--- config.mk ---
export PLATFORM = sky130hd
export DESIGN_NAME = vlsu_mask_sched
export DESIGN_NICKNAME = d
export VERILOG_FILES = /design/src/rtl/vlsu_pkg.sv /design/src/rtl/vlsu_mask_ord_fifo.sv /design/src/rtl/vlsu_mask_sched.sv
export SDC_FILE = /design/constraint.sdc
export NUM_CORES = 1
export LEC_CHECK = 0
export BUFFER_PORTS_ARGS = -buffer_cell sky130_fd_sc_hd__buf_2
export CORE_MARGIN = 8
export CORE_UTILIZATION = 46
export CTS_BUF_LIST = sky130_fd_sc_hd__clkbuf_4 sky130_fd_sc_hd__clkbuf_8
export CTS_CLUSTER_DIAMETER = 80
export CTS_CLUSTER_SIZE = 40
export DETAILED_ROUTE_END_ITERATION = 7
export PLACE_DENSITY = 0.72
export SYNTH_ARGS = -nofsm -noshare
export SYNTH_HDL_FRONTEND = slang
export SYNTH_SLANG_ARGS = --single-unit
--- constraint.sdc ---
create_clock -name clk_i -period 6.9 [get_ports clk_i]
set_input_delay 1.38 -clock clk_i [delete_from_list [all_inputs] [get_ports clk_i]]
set_output_delay 1.38 -clock clk_i [all_outputs]
set_load 0.02 [all_outputs]
--- src/rtl/vlsu_pkg.sv ---
// Shared types and constants for the vector load/store unit mask scheduling path.
package vlsu_pkg;

  localparam int unsigned MaskOrdDep   = 4;
  localparam int unsigned MaskOrdBeatW = 16;

  // One pending masked instruction: consumer and number of mask beats it takes.
  typedef struct packed {
    logic                    is_load;
    logic [MaskOrdBeatW-1:0] beats;
  } mask_ord_t;

endpackage

--- src/rtl/vlsu_mask_ord_fifo.sv ---
// Order queue of pending masked instructions; head is presented from storage.
module vlsu_mask_ord_fifo
  import vlsu_pkg::*;
#(
  parameter int unsigned Depth = MaskOrdDep
) (
  input  logic      clk_i,
  input  logic      rst_i,
  input  logic      push_i,
  input  mask_ord_t push_data_i,
  input  logic      pop_i,
  output mask_ord_t head_o,
  output logic      empty_o,
  output logic      full_o
);

  localparam int unsigned PtrW = $clog2(Depth);
  localparam int unsigned CntW = PtrW + 1;

  logic [PtrW-1:0] wptr_q, wptr_d;
  logic [PtrW-1:0] rptr_q, rptr_d;
  logic [CntW-1:0] cnt_q, cnt_d;
  mask_ord_t       mem_q [Depth];
  mask_ord_t       mem_d [Depth];
  logic            push_ok;
  logic            pop_ok;

  assign empty_o = (cnt_q == '0);
  assign full_o  = (cnt_q == CntW'(Depth));
  assign push_ok = push_i & ~full_o;
  assign pop_ok  = pop_i & ~empty_o;
  assign head_o  = mem_q[rptr_q];

  // Next-state for pointers, occupancy and storage; pointers wrap naturally.
  always_comb begin
    wptr_d = wptr_q;
    rptr_d = rptr_q;
    mem_d  = mem_q;
    if (push_ok) begin
      mem_d[wptr_q] = push_data_i;
      wptr_d        = wptr_q + PtrW'(1);
    end
    if (pop_ok) begin
      rptr_d = rptr_q + PtrW'(1);
    end
    cnt_d = cnt_q + CntW'(push_ok) - CntW'(pop_ok);
  end

  // Control state, cleared asynchronously.
  always_ff @(posedge clk_i or posedge rst_i) begin
    if (rst_i) begin
      wptr_q <= '0;
      rptr_q <= '0;
      cnt_q  <= '0;
    end else begin
      wptr_q <= wptr_d;
      rptr_q <= rptr_d;
      cnt_q  <= cnt_d;
    end
  end

  // Entry storage; contents are only meaningful behind the occupancy count.
  always_ff @(posedge clk_i) begin
    mem_q <= mem_d;
  end

endmodule

--- src/rtl/vlsu_mask_sched.sv ---
// Joins per-lane mask fragments into beats and routes them to load/store in order.
module vlsu_mask_sched
  import vlsu_pkg::*;
#(
  parameter int unsigned NrLanes = 4,
  parameter int unsigned StrbW   = 16,
  parameter int unsigned QDepth  = MaskOrdDep,
  parameter int unsigned BeatW   = 16
) (
  input  logic                     clk_i,
  input  logic                     rst_i,
  input  logic                     enq_valid_i,
  output logic                     enq_ready_o,
  input  logic                     enq_is_load_i,
  input  logic [BeatW-1:0]         enq_beats_i,
  input  logic [NrLanes-1:0]       lane_mask_valid_i,
  input  logic [NrLanes*StrbW-1:0] lane_mask_bits_i,
  output logic [NrLanes-1:0]       lane_mask_ready_o,
  output logic                     ld_mask_valid_o,
  input  logic                     ld_mask_ready_i,
  output logic                     st_mask_valid_o,
  input  logic                     st_mask_ready_i,
  output logic [NrLanes*StrbW-1:0] mask_bits_o,
  output logic                     busy_o
);

  mask_ord_t        push_data;
  mask_ord_t        head;
  logic             fifo_empty;
  logic             fifo_full;
  logic             push;
  logic             pop;
  logic             beat_avail;
  logic             fire;
  logic             last_beat;
  logic [BeatW-1:0] head_beats;
  logic [BeatW-1:0] beat_cnt_q, beat_cnt_d;

  // Zero-beat instructions are acknowledged but never queued.
  assign push              = enq_valid_i & enq_ready_o & (enq_beats_i != '0);
  assign push_data.is_load = enq_is_load_i;
  assign push_data.beats   = MaskOrdBeatW'(enq_beats_i);

  vlsu_mask_ord_fifo #(
    .Depth(QDepth)
  ) i_ord_fifo (
    .clk_i      (clk_i),
    .rst_i      (rst_i),
    .push_i     (push),
    .push_data_i(push_data),
    .pop_i      (pop),
    .head_o     (head),
    .empty_o    (fifo_empty),
    .full_o     (fifo_full)
  );

  assign enq_ready_o = ~fifo_full;
  assign busy_o      = ~fifo_empty;
  assign mask_bits_o = lane_mask_bits_i;
  assign beat_avail  = &lane_mask_valid_i;
  assign head_beats  = BeatW'(head.beats);

  // Beat select: valids depend only on queue head and lane arrival, never on ready.
  always_comb begin
    ld_mask_valid_o = 1'b0;
    st_mask_valid_o = 1'b0;
    if (!fifo_empty && beat_avail) begin
      ld_mask_valid_o = head.is_load;
      st_mask_valid_o = ~head.is_load;
    end
    fire              = (ld_mask_valid_o & ld_mask_ready_i) | (st_mask_valid_o & st_mask_ready_i);
    lane_mask_ready_o = {NrLanes{fire}};
  end

  // Beat counting against the head entry; the final beat retires the head.
  always_comb begin
    last_beat  = (beat_cnt_q == head_beats - BeatW'(1));
    pop        = fire & last_beat;
    beat_cnt_d = beat_cnt_q;
    if (fire) begin
      beat_cnt_d = last_beat ? '0 : beat_cnt_q + BeatW'(1);
    end
  end

  // Beat counter register, cleared asynchronously with the queue.
  always_ff @(posedge clk_i or posedge rst_i) begin
    if (rst_i) begin
      beat_cnt_q <= '0;
    end else begin
      beat_cnt_q <= beat_cnt_d;
    end
  end

endmodule
==> flow_summary_export.csv <==
group,metric,value,unit
logic_synthesis,syn-cell-area,4870,um2
critical_path,arrival,5.26,ns
critical_path,crit_path_start_kind,"flip-flop",
route,wl_per_cell,19.9,um
sta,finalHoldViolCount,0,
logic_synthesis,synthCells,366,
placement,post-place-ws,1.91,ns
clock_tree,cts_root_buffer,"clkbuf_8",
route,vias,2626,
sta,tns,0,ns
sta,tightest_slew,1.03,ns
global_route,grt-ovfl-total,0,
power,power_leakage,0.00173,uW
route,dr.pass1.iters,4,
sta,min_period_over_period,72.2,%
layout,ff_latch_area,2620,um2
clock_tree,holdBufCountCts,0,
logic_synthesis,seq_area_frac_synth,53.8,%
logic_synthesis,synth_area_leaders,"edfxtp_1 42%, dfrtp_1 12%, buf_4 11%, mux4_2 6.5%, xnor2_1 5.2%",
route,viasPerCell,5.49,
layout,synthToLayoutAreaGrowth,-0.539,%
global_route,grt_max_degree,24,
global_route,grt_pass1_wl,15200,um
route,top_layer_used,"met4",
critical_path,required,7.18,ns
critical_path,endpoint_kind,"flip-flop",
logic_synthesis,ys_seq_elements,91,
clock_tree,htree_levels,3,
clock_tree,cts_setup_buffers,0,
clock_tree,clk_pin_slew_worst_paths,0.09,ns
power,p_per_area,279,nW/um2
route,wl_met2,4610,um
logic_synthesis,synth_top_area_share,41.9,%
floorplan,start_util,47.2,%
clock_tree,clock_latency,0.36,ns
floorplan,core,10300,um2
sta,drv_slew,0,
floorplan,fp.dieH,119,um
layout,mostFrequentLayoutCell,"edfxtp_1",
global_route,track_usage,13.8,%
sta,max_slew_margin,31.4,%
clock_tree,cts.path.max_buffers,2,
placement,place_hpwl,7170,um
placement,gp_congestion,0.839,
layout,num-fill-cells,880,
clock_tree,cts_sinks,91,
placement,portBuffers,33,
flow_run,cap_violations,0,
critical_path,cp_top_family,"simple AND/OR/NAND/NOR gates",
floorplan,ios,162,
layout,drive_gt1_share,22.8,%
sta,fmax,0.201,GHz
floorplan,rows,37,
logic_synthesis,async_flop_share,25.3,%
sta,setup_ws,1.92,ns
critical_path,cp_slowest_cell,"dfrtp_1",
critical_path,critPathKind,"reg2reg",
layout,final_net_count,436,
route,drt_iter0_drc,89,
logic_synthesis,synth_nets,465,
critical_path,path_max_fanout,18,
route,m1WireLength,3670,um
global_route,grt_antenna_before_repair,0,
critical_path,crit_path_max_incr_delay,1.03,ns
layout,stdcell_area,4840,um2
critical_path,crit_path_cell_trace,"mux4_1 -> nor4_1 -> nand4_1 -> o21ai_0 -> o311a_1 -> nor4b_2 -> and3_1 -> buf_4 -> ha_1 -> inv_1 -> ha_1 -> inv_1 -> fa_1 -> xnor2_1 -> xnor2_1",
sta,min_period,4.98,ns
sta,rsz0062_at_grt,"false",
route,wirelength,9530,um
layout,final_core_util,46.9,%
logic_synthesis,synthDistinctLibCells,44,
logic_synthesis,ys_warn_count,0,
logic_synthesis,ys.flop_type,"edfxtp_1",
sta,fin_worst_skew,0.0130,ns
clock_tree,cts_tree,"done",
route,drtAntennaViolNets,0,
layout,diodes,0,
route,wl_met3,667,um
min_path,hp-class,"reg2reg",
clock_tree,cts_inserted_buffers,9,
logic_synthesis,yosysTopAreaCell,"edfxtp_1",
layout,multiInputGateArea,1630,um2
critical_path,cp.buffers_inverters,3,
floorplan,die_w,119,um
logic_synthesis,avgSynthCellArea,13.3,um2
global_route,grt_pass1_vias,2799,
floorplan,fp.dieArea,14100,um2
power,max-vdd-ir-drop,0.195,mV
layout,final_cell_mix,"68 x edfxtp_1, 33 x buf_2, 29 x xnor2_1, 27 x nor2_1, 23 x dfrtp_1",
outcome,run_status,"finished, final reports clean",
clock_tree,cts_resized,0,
sta,finalSetupViolCount,0,
placement,placed_area,4650,um2
route,drc,0,
logic_synthesis,synth-edff-count,68,
-- flip-flops by register name, indices dropped and copies added (netlist names) --
| signal | count |
|---|---|
| i_ord_fifo.wptr_q | 2 |
| i_ord_fifo.rptr_q | 2 |
| beat_cnt_q | 16 |
| i_ord_fifo.cnt_q | 3 |
| i_ord_fifo.mem_q | 68 |
-- worst paths after layout --
| path | startpoint | endpoint | slack [ns] | depth (start not counted) |
|---|---|---|---|---|
| max in group asynchronous | rst_i | i_ord_fifo.rptr_q[1]$_DFFE_PP0P_ | 5.13 | 2 |
| max reg2reg | i_ord_fifo.rptr_q[0]$_DFFE_PP0P_ | i_ord_fifo.cnt_q[2]$_DFF_PP0_ | 1.92 | 15 |
| min in group asynchronous | rst_i | i_ord_fifo.cnt_q[1]$_DFF_PP0_ | 1.20 | 2 |
| min reg2reg | i_ord_fifo.cnt_q[2]$_DFF_PP0_ | i_ord_fifo.cnt_q[2]$_DFF_PP0_ | 0.50 | 1 |
| min | i_ord_fifo.cnt_q[2]$_DFF_PP0_ | i_ord_fifo.cnt_q[2]$_DFF_PP0_ | 0.50 | 1 |
| max | i_ord_fifo.rptr_q[0]$_DFFE_PP0P_ | i_ord_fifo.cnt_q[2]$_DFF_PP0_ | 1.92 | 15 |
-- cell type report --
class	count	area share, %
Sequential cell	91	54.0
Inverter	14	1.08
Tap cell	136	3.51
Clock inverter	7	1.50
Timing Repair Buffer	35	3.72
Multi-Input combinational cell	186	33.6
Clock buffer	9	2.56
-- power by group --
part	switching (uW)	leakage, uW	internal [uW]	total (uW)
Sequential	42.6	0.000925	701	744
Clock	207	0.0000962	141	348
Combinational	160	0.000709	100	261
Total	410	0.00173	942	1350
-- stage by stage --
stage                     cells  hold slack (ns)  power, uW
after CTS                   478            0.502       1370
after floorplan             366            0.460        988
after global routing        478            0.541       1430
after global placement      462            0.485       1010
after detailed placement    462            0.490       1020
final                       478            0.501       1350
-- layer usage --
| layer | vias to the layer above | global-route usage [%] |
|---|---|---|
| li1 | 1196 | - |
| met1 | 1249 | 15.1 |
| met2 | 117 | 22.1 |
| met3 | 64 | 4.44 |
| met4 | 0 | 10.4 |
| met5 | - | 0.694 |
-- kinds of logic (layout without fill, tap and decap cells) --
group / after synthesis / after routing / share of synthesized area [%]
AOI/OAI and AO/OA: 15 / 15 / 2.08
xor gates and xnor gates: 38 / 38 / 6.83
adders and majority gates: 9 / 9 / 2.47
buffers and inverters: 89 / 65 / 12.8
DFF: 91 / 91 / 53.8
muxes: 21 / 21 / 9.25
and+or+nand+nor: 103 / 103 / 12.8
-- cell usage after synthesis, types with 2 or more instances --
cell type / n
a21oi_1: 3
o21ai_0: 4
ha_1: 8
and2_1: 5
nor4_1: 6
and3_1: 4
buf_4: 69
dfrtp_1: 23
or3_1: 2
mux4_2: 14
a31oi_1: 2
o211a_1: 2
clkbuf_1: 2
nor3_1: 8
nand3_1: 6
nor2_4: 8
nor2b_1: 2
xor2_1: 9
buf_6: 2
inv_1: 14
mux4_1: 4
nor2_1: 27
nand4_1: 7
xnor2_1: 29
nand2_1: 15
edfxtp_1: 68
and4_1: 4
mux2i_1: 3
(Power assumes the default switching activity.)
